File: config.mk
export PLATFORM = sky130hd
export DESIGN_NAME = xswitch_port_rx_flat
export DESIGN_NICKNAME = d
export VERILOG_FILES = /design/src/rtl/xswitch_pkg.sv /design/src/rtl/xswitch_port_rx_if.sv /design/src/rtl/xswitch_rx_fifo.sv /design/src/rtl/xswitch_port_rx.sv /design/src/flat_wrapper.sv
export SDC_FILE = /design/constraint.sdc
export NUM_CORES = 1
export LEC_CHECK = 0
export CAP_MARGIN = 20
export CORE_UTILIZATION = 30
export DETAILED_ROUTE_END_ITERATION = 7
export PLACE_DENSITY = 0.61
export SLEW_MARGIN = 20
export SYNTH_ARGS = -nofsm -noshare
export SYNTH_HDL_FRONTEND = slang
export SYNTH_SLANG_ARGS = --single-unit
File: constraint.sdc
create_clock -name clk -period 3.9 [get_ports clk]
set_clock_uncertainty 0.15 [all_clocks]
set_input_delay 0.975 -clock clk [delete_from_list [all_inputs] [get_ports clk]]
set_output_delay 0.975 -clock clk [all_outputs]
set_load 0.02 [all_outputs]
File: src/rtl/xswitch_pkg.sv
// rtl/xswitch_pkg.sv - shared xswitch constants and receive word type
package xswitch_pkg;

    localparam int NUM_PORTS = 4;
    localparam int DATA_W    = 8;
    localparam int ADDR_W    = 2;

    typedef struct packed {
        logic [ADDR_W-1:0] src;
        logic [DATA_W-1:0] data;
    } rx_word_t;

endpackage

File: src/rtl/xswitch_port_rx_if.sv
// rtl/xswitch_port_rx_if.sv - switch-side and consumer-side handshake bundle of one receive port
interface xswitch_port_rx_if #(
    parameter int DATA_W = 8,
    parameter int ADDR_W = 2
);

    logic              valid_out;
    logic [ADDR_W-1:0] addr_out;
    logic [DATA_W-1:0] data_out;
    logic              data_rd;
    logic              m_valid;
    logic [DATA_W-1:0] m_data;
    logic [ADDR_W-1:0] m_src;
    logic              m_ready;

    modport slave (
        input  valid_out, addr_out, data_out, m_ready,
        output data_rd, m_valid, m_data, m_src
    );

    modport master (
        output valid_out, addr_out, data_out, m_ready,
        input  data_rd, m_valid, m_data, m_src
    );

endinterface

File: src/rtl/xswitch_rx_fifo.sv
// rtl/xswitch_rx_fifo.sv - first-word-fall-through FIFO with occupancy count
module xswitch_rx_fifo #(
    parameter int  DEPTH = 8,
    parameter type T     = xswitch_pkg::rx_word_t
) (
    input  logic                     clk,
    input  logic                     reset,
    input  logic                     push,
    input  T                         wdata,
    input  logic                     pop,
    output T                         rdata,
    output logic [$clog2(DEPTH):0]   count,
    output logic                     full,
    output logic                     empty
);

    localparam int PW = $clog2(DEPTH);
    localparam int CW = PW + 1;

    T               mem [DEPTH];
    logic [PW-1:0]  wr_ptr;
    logic [PW-1:0]  rd_ptr;
    logic           do_push;
    logic           do_pop;

    assign full    = (count == CW'(DEPTH));
    assign empty   = (count == '0);
    assign do_push = push && !full;
    assign do_pop  = pop && !empty;
    assign rdata   = mem[rd_ptr];

    // Pointers wrap naturally because DEPTH is a power of two.
    always_ff @(posedge clk) begin
        if (reset) begin
            wr_ptr <= '0;
            rd_ptr <= '0;
            count  <= '0;
        end else begin
            if (do_push)
                wr_ptr <= wr_ptr + PW'(1);
            if (do_pop)
                rd_ptr <= rd_ptr + PW'(1);
            count <= count + CW'(do_push) - CW'(do_pop);
        end
    end

    always_ff @(posedge clk) begin
        if (do_push)
            mem[wr_ptr] <= wdata;
    end

endmodule

File: src/rtl/xswitch_port_rx.sv
// rtl/xswitch_port_rx.sv - xswitch output-port receive stage: acknowledge, buffer, count, error flag
module xswitch_port_rx #(
    parameter int DATA_W = 8,
    parameter int ADDR_W = 2,
    parameter int DEPTH  = 8,
    parameter int CNT_W  = 16
) (
    input  logic                                         clk,
    input  logic                                         reset,
    xswitch_port_rx_if.slave                             bus,
    output logic [$clog2(DEPTH):0]                       count,
    output logic                                         full,
    output logic [xswitch_pkg::NUM_PORTS-1:0][CNT_W-1:0] src_cnt,
    output logic                                         proto_err
);

    import xswitch_pkg::*;

    logic     accept;
    logic     pop;
    logic     empty;
    logic     ack;
    rx_word_t wword;
    rx_word_t rword;

    // The acknowledge cycle masks valid_out so the word still shown is not taken twice.
    assign accept = bus.valid_out && !ack && !full;
    assign pop    = bus.m_valid && bus.m_ready;
    assign wword  = '{src: bus.addr_out, data: bus.data_out};

    xswitch_rx_fifo #(
        .DEPTH (DEPTH),
        .T     (rx_word_t)
    ) u_fifo (
        .clk   (clk),
        .reset (reset),
        .push  (accept),
        .wdata (wword),
        .pop   (pop),
        .rdata (rword),
        .count (count),
        .full  (full),
        .empty (empty)
    );

    always_ff @(posedge clk) begin
        if (reset) begin
            ack       <= 1'b0;
            src_cnt   <= '0;
            proto_err <= 1'b0;
        end else begin
            ack <= accept;
            if (accept && (src_cnt[bus.addr_out] != '1))
                src_cnt[bus.addr_out] <= src_cnt[bus.addr_out] + CNT_W'(1);
            if (ack && !bus.valid_out)
                proto_err <= 1'b1;
        end
    end

    assign bus.data_rd = ack;
    assign bus.m_valid = !empty;
    assign bus.m_data  = rword.data;
    assign bus.m_src   = rword.src;

endmodule

File: src/flat_wrapper.sv
// flat-port wrapper written by rule: the top's interface ports become plain ports
module xswitch_port_rx_flat import xswitch_pkg::*;
#(
    parameter int DATA_W = 8,
    parameter int ADDR_W = 2,
    parameter int DEPTH  = 8,
    parameter int CNT_W  = 16
)
  (clk, reset, count, full, src_cnt, proto_err, bus_valid_out, bus_addr_out, bus_data_out, bus_m_ready, bus_data_rd, bus_m_valid, bus_m_data, bus_m_src);
  xswitch_port_rx_if #(.DATA_W(DATA_W), .ADDR_W(ADDR_W)) bus_i ();
  input  logic clk;
  input  logic reset;
  output logic [$clog2(DEPTH):0] count;
  output logic full;
  output logic [xswitch_pkg::NUM_PORTS-1:0][CNT_W-1:0] src_cnt;
  output logic proto_err;
  input wire logic [$bits(bus_i.valid_out)-1:0] bus_valid_out;
  input wire logic [$bits(bus_i.addr_out)-1:0] bus_addr_out;
  input wire logic [$bits(bus_i.data_out)-1:0] bus_data_out;
  input wire logic [$bits(bus_i.m_ready)-1:0] bus_m_ready;
  output wire logic [$bits(bus_i.data_rd)-1:0] bus_data_rd;
  output wire logic [$bits(bus_i.m_valid)-1:0] bus_m_valid;
  output wire logic [$bits(bus_i.m_data)-1:0] bus_m_data;
  output wire logic [$bits(bus_i.m_src)-1:0] bus_m_src;
  assign bus_i.valid_out = bus_valid_out;
  assign bus_i.addr_out = bus_addr_out;
  assign bus_i.data_out = bus_data_out;
  assign bus_i.m_ready = bus_m_ready;
  assign bus_data_rd = bus_i.data_rd;
  assign bus_m_valid = bus_i.m_valid;
  assign bus_m_data = bus_i.m_data;
  assign bus_m_src = bus_i.m_src;
  xswitch_port_rx #(.DATA_W(DATA_W), .ADDR_W(ADDR_W), .DEPTH(DEPTH), .CNT_W(CNT_W)) u_core (.clk(clk), .reset(reset), .bus(bus_i), .count(count), .full(full), .src_cnt(src_cnt), .proto_err(proto_err));
endmodule
==> results.sh <==
export IMPL_yosysMostFrequentCell="edfxtp_1"
export IMPL_ys_top_cells_by_count="80 x edfxtp_1, 79 x dfxtp_1, 56 x a21oi_1"
export IMPL_cp_data_arrival_time_ns=2.60
export IMPL_leakage_nw=2.86
export IMPL_fin_nets=635
export IMPL_r2r_start="u_core.u_fifo.count[2]$_SDFF_PP0_"
export IMPL_cp_start_kind="flop"
export IMPL_syn_nets=530
export IMPL_cts_buffer_depth=2
export IMPL_maxSlewViolCount=0
export IMPL_hpwl_um=11900
export IMPL_synth_seq_area_share=0.583
export IMPL_synth_edf_count=80
export IMPL_grt_start_max_net_pins=49
export IMPL_root_buffer="clkbuf_16"
export IMPL_maxCapViolations=0
export IMPL_post_route_min_period_ns=3.73
export IMPL_yosysUniqueCellTypes=39
export IMPL_core_um2=22100
export IMPL_numPlacedInstances=873
export IMPL_routabilityCongestion=0.844
export IMPL_wl_um=17700
export IMPL_hp_start="u_core.u_fifo.wr_ptr[0]$_SDFFE_PP0P_"
export IMPL_hold_path_class="reg -> reg"
export IMPL_p_per_area_nw_per_um2=586
export IMPL_synth_top_cell_by_area="edfxtp_1"
export IMPL_antenna_found_initial=0
export IMPL_netlist_area_um2=6840
export IMPL_drive_gt1_frac=0.211
export IMPL_crit_fanout=16
export IMPL_async_flop_share=0
export IMPL_rsz0062_at_grt="no"
export IMPL_period_share=0.956
export IMPL_fin_cells=905
export IMPL_cts_buffers=17
export IMPL_endpoint_kind="output pin"
export IMPL_hold_viol=0
export IMPL_critical_path_class="reg -> out"
export IMPL_holdPathEnd="u_core.u_fifo.wr_ptr[0]$_SDFFE_PP0P_"
export IMPL_clkSlewWorstSetupHoldPaths_ns=0.06
export IMPL_vias_per_cell=5.22
export IMPL_worstHoldPathCells=2
export IMPL_dr_total_vias=4721
export IMPL_drc=0
export IMPL_setup_viol=0
export IMPL_place_ws_ns=0.250
export IMPL_io_buffer_count=95
export IMPL_ant_nets=0
export IMPL_synthFlopType="edfxtp_1"
export IMPL_fp_dieH_um=153
export IMPL_htreeDepth=4
export IMPL_die_area_um2=23400
export IMPL_wl_per_cell_um=19.6
export IMPL_r2r_end="u_core.u_fifo.count[2]$_SDFF_PP0_"
export IMPL_clkLatencyLatePin_ns=0.42
export IMPL_die_x_um=153
export IMPL_dr_pass1_iters=4
export IMPL_rrSetupSlack_ns=1.28
export IMPL_cts_hold_buf=0
export IMPL_area_delta_synth_final_pct=28.9
export IMPL_grt_use_total=0.157
export IMPL_synthCells=507
export IMPL_ios=96
export IMPL_drt_iter0_drc=450
export IMPL_floorplan_rows=54
export IMPL_cts_resized=0
export IMPL_synth_seq_cells=159
export IMPL_synth_top_cells_by_area="edfxtp_1 35%, dfxtp_1 23%, mux4_2 12%"
export IMPL_numClockSinks=159
export IMPL_post_cts_repair_setup_buffers=0
export IMPL_grt_pass1_wl_um=28200
export IMPL_yosysTopAreaCellShare=0.351
export IMPL_cp_data_required_time_ns=2.77
export IMPL_grt_pass1_vias=4925
export IMPL_syn_avg_cell_area_um2=13.5
export IMPL_relSlewSlack=0.442
export IMPL_diodes=0
export IMPL_cts_tree="built"
export IMPL_start_util=0.310
export IMPL_rr_worst_depth=11
export IMPL_ys_warn_count=0
export IMPL_worst_pin_slew_ns=0.837
export IMPL_setup_tns_ns=0
export IMPL_overflow=0
export IMPL_setup_ws_ns=0.172
export IMPL_status="complete, no violations"
export IMPL_ir_drop_mv=0.297
export IMPL_fmax_mhz=268
-- final cells by class --
class,count,area [um2]
Fill cell,2062,13300
Sequential cell,159,3980
Multi-Input combinational cell,300,2580
Timing Repair Buffer,125,1200
Clock buffer,17,425
Tap cell,280,350
Clock inverter,15,240
Inverter,9,33.8
-- through the flow --
| stage | instance area (um2) | utilization | power [mW] | hold WS, ns |
|---|---|---|---|---|
| 2_1_floorplan | 6840 | - | 2.82 | 0.312 |
| 3_3_place_gp | 8150 | 0.369 | 3.31 | 0.308 |
| 3_5_place_dp | 8150 | 0.369 | 3.35 | 0.330 |
| 4_1_cts | 8820 | 0.399 | 5.23 | 0.339 |
| 5_1_grt | 8820 | 0.399 | 5.40 | 0.361 |
| 6_report | 8820 | 0.399 | 5.17 | 0.338 |
-- sequential cells by signal, indices dropped and copies added, names as in the netlist, named ones only --
name                  count
u_core.proto_err          1
u_core.u_fifo.mem        80
u_core.u_fifo.count       4
u_core.src_cnt           64
u_core.bus.data_rd        1
u_core.u_fifo.rd_ptr      3
u_core.u_fifo.wr_ptr      3
-- worst max-delay path by stage --
stage                    startpoint                               to  slack, ns  depth (start not counted)
global placement    bus_addr_out[0]  u_core.src_cnt[44]$_SDFFE_PP0P_       0.30                          7
floorplan           bus_addr_out[0]  u_core.src_cnt[47]$_SDFFE_PP0P_       0.56                         11
finish                         flop                    bus_m_data[4]       0.17                          4
CTS                            flop                    bus_m_data[7]       0.09                          4
detailed placement  bus_addr_out[0]  u_core.src_cnt[58]$_SDFFE_PP0P_       0.25                          7
global route                   flop                    bus_m_data[7]       0.05                          4
-- layout by cell type (no fill, tap or decap), types with 2 or more instances in the layout --
cell type / count
inv_1: 9
clkinvlp_2: 2
nand4_4: 2
buf_12: 3
xor2_1: 5
xnor2_1: 14
nor3b_2: 2
a21oi_1: 56
clkbuf_16: 17
o21ai_0: 4
buf_2: 2
nor4_1: 4
edfxtp_1: 80
a211oi_1: 48
clkinvlp_4: 2
bufinv_16: 6
clkdlybuf4s50_1: 93
ha_1: 8
nor2_1: 21
dfxtp_1: 79
inv_6: 2
nand3_1: 12
mux2_2: 10
nand2_1: 14
nor3_1: 30
mux4_2: 36
nor3b_1: 5
or3_1: 2
a21oi_2: 14
nand3b_1: 2
buf_4: 27
-- power by group --
part	switching (mW)	internal, mW
registers	0.111	1.89
logic	0.659	0.640
clock network	0.668	1.20
total	1.44	3.73
-- critical path: stages (launching register included) --
cell and delay (ns):
dfxtp_1 0.57, buf_12 0.25, mux4_2 0.55, mux2_2 0.28, clkdlybuf4s50_1 0.53
-- cell families after synthesis --
group	after synthesis	share of synthesized area
compound gates	123	0.116
xor+xnor	19	0.0243
fa+ha+maj	9	0.0176
buf+inv	48	0.0415
flops	159	0.583
mux	46	0.135
simple gates	103	0.0834
-- metal layers --
layer | share of wire | vias to the layer above | track usage
li1 | - | 2159 | -
met1 | 0.44 | 2376 | 0.206
met2 | 0.49 | 176 | 0.251
met3 | 0.060 | 10 | 0.0437
met4 | 0.0061 | 0 | 0.0462
met5 | 0 | - | 0
Power figures use the tool's default switching activity.
